## src/rtl/lcd_text_scheduler.sv

```systemverilog
// lcd_text_scheduler
//   Holds the character image for a 2x16 character LCD and streams it one byte
//   at a time to display_LCD. Two requesters share write access to the image
//   through a round-robin arbiter. The block also freezes and unfreezes the
//   driver's refresh by holding stop_refresh high for one driver frame.
//
// Ports
//   clk, reset        system clock, synchronous active-high reset
//   req[1:0]          level write request per requester
//   wr_addr0/1        character address for requester 0/1
//   wr_data0/1        character code for requester 0/1
//   gnt[1:0]          one-hot grant; the granted write commits on this edge
//   rinc              read-increment pulse from display_LCD
//   LCD_display_in    character at the read pointer
//   freeze_req        1 = display frozen, 0 = refreshing
//   stop_refresh      toggle request to display_LCD, high for FRAME_CLKS cycles
//   frozen            freeze state as committed to the driver
//   frame_done        one-cycle pulse after the read pointer wraps
//   ready             clear finished, writes accepted
module lcd_text_scheduler #(
    parameter int          NUM_CHARS  = 32,
    parameter logic [7:0]  BLANK_CHAR = 8'h20,
    parameter int          FRAME_CLKS = 134217728,
    localparam int         AW         = $clog2(NUM_CHARS)
) (
    input  logic          clk,
    input  logic          reset,
    input  logic [1:0]    req,
    input  logic [AW-1:0] wr_addr0,
    input  logic [7:0]    wr_data0,
    input  logic [AW-1:0] wr_addr1,
    input  logic [7:0]    wr_data1,
    output logic [1:0]    gnt,
    input  logic          rinc,
    output logic [7:0]    LCD_display_in,
    input  logic          freeze_req,
    output logic          stop_refresh,
    output logic          frozen,
    output logic          frame_done,
    output logic          ready
);

    localparam int CW = $clog2(FRAME_CLKS + 1);

    typedef enum logic {CLEAR, RUN} state_t;

    state_t        state, next_state;
    logic [AW-1:0] clr_ptr;
    logic [AW-1:0] rd_ptr;
    logic          rr_last;
    logic          pend;
    logic [CW-1:0] cnt;
    logic [7:0]    buf_mem [NUM_CHARS];

    logic          wen;
    logic [AW-1:0] wa;
    logic [7:0]    wd;

    // State register
    always_ff @(posedge clk) begin
        if (reset) state <= CLEAR;
        else       state <= next_state;
    end

    // Next state, arbitration and write-port selection
    always_comb begin
        next_state = state;
        gnt        = 2'b00;
        wen        = 1'b0;
        wa         = clr_ptr;
        wd         = BLANK_CHAR;
        case (state)
            CLEAR: begin
                wen = 1'b1;
                if (clr_ptr == AW'(NUM_CHARS - 1)) next_state = RUN;
            end
            RUN: begin
                case (req)
                    2'b01:   gnt = 2'b01;
                    2'b10:   gnt = 2'b10;
                    // Contention: the side that did not win last time goes first.
                    2'b11:   gnt = rr_last ? 2'b01 : 2'b10;
                    default: gnt = 2'b00;
                endcase
                wen = |gnt;
                if (gnt[1]) begin
                    wa = wr_addr1;
                    wd = wr_data1;
                end else begin
                    wa = wr_addr0;
                    wd = wr_data0;
                end
            end
            default: next_state = CLEAR;
        endcase
    end

    assign ready = (state == RUN);

    // Old data is visible on a same-address write/read cycle because the
    // read is taken from storage before the edge commits the write.
    assign LCD_display_in = (state == CLEAR) ? BLANK_CHAR : buf_mem[rd_ptr];

    // Image storage; not reset, CLEAR rewrites every location instead.
    always_ff @(posedge clk) begin
        if (!reset && wen) buf_mem[wa] <= wd;
    end

    // Pointers, arbiter history, frame pulse
    always_ff @(posedge clk) begin
        if (reset) begin
            clr_ptr    <= '0;
            rd_ptr     <= '0;
            rr_last    <= 1'b1;
            frame_done <= 1'b0;
        end else begin
            if (state == CLEAR) clr_ptr <= clr_ptr + 1'b1;
            if (gnt[0])      rr_last <= 1'b0;
            else if (gnt[1]) rr_last <= 1'b1;
            if (rinc) rd_ptr <= rd_ptr + 1'b1;
            frame_done <= rinc && (rd_ptr == AW'(NUM_CHARS - 1));
        end
    end

    // Freeze sequencer: one stop_refresh pulse of FRAME_CLKS cycles spans
    // exactly one driver state wrap, so the driver toggles its stop once.
    always_ff @(posedge clk) begin
        if (reset) begin
            pend         <= 1'b0;
            stop_refresh <= 1'b0;
            frozen       <= 1'b0;
            cnt          <= '0;
        end else if (state == RUN) begin
            if (pend) begin
                if (cnt == CW'(FRAME_CLKS - 1)) begin
                    pend         <= 1'b0;
                    stop_refresh <= 1'b0;
                    frozen       <= ~frozen;
                end else begin
                    cnt <= cnt + 1'b1;
                end
            end else if (freeze_req != frozen) begin
                pend         <= 1'b1;
                stop_refresh <= 1'b1;
                cnt          <= '0;
            end
        end
    end

endmodule

```

## config.mk

```make
export PLATFORM = sky130hd
export DESIGN_NAME = lcd_text_scheduler
export DESIGN_NICKNAME = d
export VERILOG_FILES = /design/src/rtl/lcd_text_scheduler.sv
export SDC_FILE = /design/constraint.sdc
export NUM_CORES = 1
export LEC_CHECK = 0
export ABC_AREA = 1
export BUFFER_PORTS_ARGS = -buffer_cell sky130_fd_sc_hd__buf_2
export CORE_AREA = 2 2 154 156
export DETAILED_ROUTE_END_ITERATION = 8
export DIE_AREA = 0 0 156 158
export PLACE_DENSITY = 0.77
export SYNTH_ARGS = -nofsm -noshare
export SYNTH_HDL_FRONTEND = slang
export SYNTH_SLANG_ARGS = --single-unit
```

## constraint.sdc

```tcl
create_clock -name clk -period 2.88 [get_ports clk]
set_clock_uncertainty 0.15 [all_clocks]
set_input_delay 0.288 -clock clk [delete_from_list [all_inputs] [get_ports clk]]
set_output_delay 0.288 -clock clk [all_outputs]
set_load 0.02 [all_outputs]
```

==> impl_results.md <==
* Status: completed
* DR vias at 10360
* Synth Warn # at 0
* DP HPWL at 20230 microns
* PwrDens at 615.5 nW/um^2
* Mux cell area share after synthesis at 0%
* Routed len/inst at 18.54 microns
* CP max stage delay at 0.38 ns
* Share of the synthesized area in the top cell type at 56.59%
* Clock Tree Buf Depth at 3
* Pin count of the biggest net entering global routing at 66
* CP Launch Type: flip-flop
* Proportion of layout cells with a drive suffix above 1 at 13.63%
* GRT Util Overall at 26.70%
* # DRC at 0
* CTS tree: done
* Post-DRT Antenna Nets at 0
* Post-route insts no fill at 1794
* # rows at 56
* Sequential share of the synthesized area at 63.81%
* CP Max Fanout at 32
* Nets at 1519
* Number of max-cap violations at 0
* Post-CTS setup buffer count at 0
* Hold Path Class: in -> reg
* Compound-Gate Fraction of Synth Area at 4.679%
* Clock Pin Slew Worst Setup and Hold Paths at 0.06 ns
* Detailed Routing Iterations Pass 1 at 8
* Hold Vio Cnt, Final at 0
* Vias in the first global route at 9585
* Max VDD drop at 0.5064 mV
* Fin crit period at 2.823 ns
* CP arrival at 2.38 ns
* Worst-Margin Slew at 0.7310 ns
* CP cell instances: inv_4 -> buf_12 -> nand2_1 -> nand3_1 -> nand3_1 -> a21oi_1 -> o21ai_1 -> nor2_1 -> buf_2
* EDFF count, synth at 256
* Chip Height at 158 microns
* Core Box Area at 23050 sq um
* Yosys reg bits at 305
* Dominant cell type by count on the critical path: nand3_1
* Cell count after synthesis at 1409
* Placed cell count at 1736
* Vias/cell at 5.776
* H-tree depth at 1
* First-pass GRT wire length at 50540 microns
* Post-Syn Area at 13580 sq um
* Final Wtd Congestion at 0.8808
* Worst Path Required at 2.44 ns
* Crit end category: primary output
* Rel. slew slack at 51.22%
* Setup Viol. Count Final at 0
* Die W at 156 microns
* DRT iter0 DRCs at 1293
* Grt total ovfl at 0
* Setup TNS at 0 ns
* RSZ-0062 raised after global routing: yes
* Fillers at 1682
* Area delta synth->final at 14.29%
* Pins Over Slew Limit at 0
* Antenna violations before repair at 0
* CTS Buf Count at 31
* Ant. Diodes at 0
* PortBufs at 45
* Setup CP Type: reg -> out
* Syn nets at 1446
* Top post-synthesis cells by area: edfxtp_1 57%, nand2_1 12%, dfxtp_1 7.2%
* Die ar. at 24650 sq um
* Mean area per synthesized cell at 9.641 sq um
* Min-delay src: reset
* Lkg Pwr at 5.862 nW
* Synth Area in Adders at 0.4605%
* Worst-Skew Late Latency at 0.57 ns
* Main synth FF type: edfxtp_1
* Largest family of logic cells by synthesized area: simple AND/OR/NAND/NOR gates
* Post-synth ARST share at 0%
* CTS Sinks at 305
* Cell taking the most area after synthesis: edfxtp_1
* Final Cycle Share at 98.01%
* Ports at 46
* Clock root buffer master: clkbuf_16
* Xor/xnor share of the synthesized area at 0.3868%
* Synth cell types at 38
* Simple-Gate Fraction of Synth Area at 26.24%
* CP max-delay cell: dfxtp_4
* Max frequency at 354.3 MHz
* Reg-to-Reg Start: ready
* Initial core utilization at 58.93%
* Routed wire length at 33260 microns
-- layout by cell type, fill, tap and decap left out, types with 7 or more instances in the layout --
master / synthesis / routed
o21ai_0: 60 / 52
nor3_1: 14 / 14
nand3_1: 180 / 180
nand4_1: 8 / 8
inv_1: 65 / 65
o21ai_1: 2 / 10
clkinv_1: 3 / 7
a21oi_2: 11 / 11
nand2_2: 8 / 8
nor2_1: 192 / 185
nor2_2: 7 / 14
buf_4: 3 / 52
a21oi_1: 30 / 30
nand2_1: 418 / 418
clkbuf_16: 0 / 33
edfxtp_1: 256 / 256
buf_2: 22 / 45
dfxtp_1: 49 / 47
-- final cells by class --
type / count / area (sq um) / area share [%]
inverter: 71 / 271.5 / 1.749
sequential: 305 / 8673 / 55.86
clock buffer: 36 / 794.5 / 5.117
timing repair buffer: 108 / 818.3 / 5.270
tap: 290 / 362.8 / 2.337
multi-input combinational: 965 / 4333 / 27.91
clock inverter: 19 / 272.8 / 1.757
-- worst paths after layout --
kind,slack [ns],cells after the start,to
min reg2reg,0.33,2,stop_refresh
min,0.07,3,frame_done
max,0.06,9,LCD_display_in[0]
max reg2reg,0.30,7,buf_mem[6][4]
-- metrics by stage --
step                setup WS [ns]  hold WS (ns)  utilization [%]  area, sq um  power (mW)
floorplan                  0.3910        0.2173                -        13580       5.238
global placement           0.5376        0.3100            62.41        14390       5.414
detailed placement         0.4251        0.3233            62.41        14390       5.426
CTS                       0.04427       0.07113            67.10        15470       9.545
global route            -0.009040       0.09631            67.35        15530       9.809
finish                    0.05723       0.06954            67.35        15530       9.556
-- where the power goes --
| group | internal [mW] | switching (mW) | leakage (nW) |
|---|---|---|---|
| sequential | 4.75 | 0.0210 | 2.65 |
| combinational | 0.194 | 0.407 | 2.70 |
| clock | 2.52 | 1.67 | 0.516 |
-- cells in the mapped netlist (2+ instances only) --
| cell | number |
|---|---|
| nor2_2 | 7 |
| nand3_2 | 5 |
| nand2_1 | 418 |
| edfxtp_1 | 256 |
| nor3_1 | 14 |
| clkbuf_1 | 31 |
| inv_2 | 3 |
| nor2_1 | 192 |
| nand2_2 | 8 |
| clkinv_1 | 3 |
| nand3_1 | 180 |
| buf_4 | 3 |
| xor2_1 | 5 |
| nand3_4 | 2 |
| inv_1 | 65 |
| a31oi_2 | 2 |
| o22ai_1 | 4 |
| nand4_1 | 8 |
| buf_12 | 2 |
| dfxtp_1 | 49 |
| a21oi_2 | 11 |
| o21ai_0 | 60 |
| nor3b_1 | 2 |
| a21oi_1 | 30 |
| nand2_4 | 2 |
| buf_2 | 22 |
| o21ai_1 | 2 |
| buf_1 | 9 |
| ha_1 | 5 |
-- cell families (layout without fill, tap and decap cells) --
group,after synthesis,count (layout)
compound gates,113,113
xor+xnor,6,6
fa+ha+maj,5,5
buf+inv,139,234
flops,305,305
simple gates,841,841
-- registers in the layout, indices dropped and copies added (netlist names), named ones only --
register / cells
buf_mem: 256
cnt: 28
clr_ptr: 5
rd_ptr: 5
frame_done: 1
frozen: 1
pend: 1
ready: 1
rr_last: 1
stop_refresh: 1
-- routing by layer --
metal / wire length (microns) / up-vias / global-route usage, %
li1: - / 4887 / -
met4: 1022 / 0 / 9.393
met3: 3449 / 85 / 4.407
met5: 0 / - / 0
met1: 13100 / 4820 / 36.95
met2: 15690 / 570 / 43.28
-- worst max-delay path, delay by kind of cell, from the launching register on --
kind,cells,cell delay [ns]
buffers and inverters,3,0.56
AND/OR/NAND/NOR,4,0.50
flip-flops,1,0.38
AO/OA/AOI/OAI,2,0.38
-- what timing repair did --
| action | 4_1_cts | 5_1_grt |
|---|---|---|
| gates cloned | 0 | 2 |
| setup endpoints to repair | 3 | 8 |
| gates resized for setup | 1 | 11 |
| endpoints found under the hold margin | 9 | 0 |
| hold buffers | 1 | 0 |
Note: power is estimated with default switching activity, not from simulation.
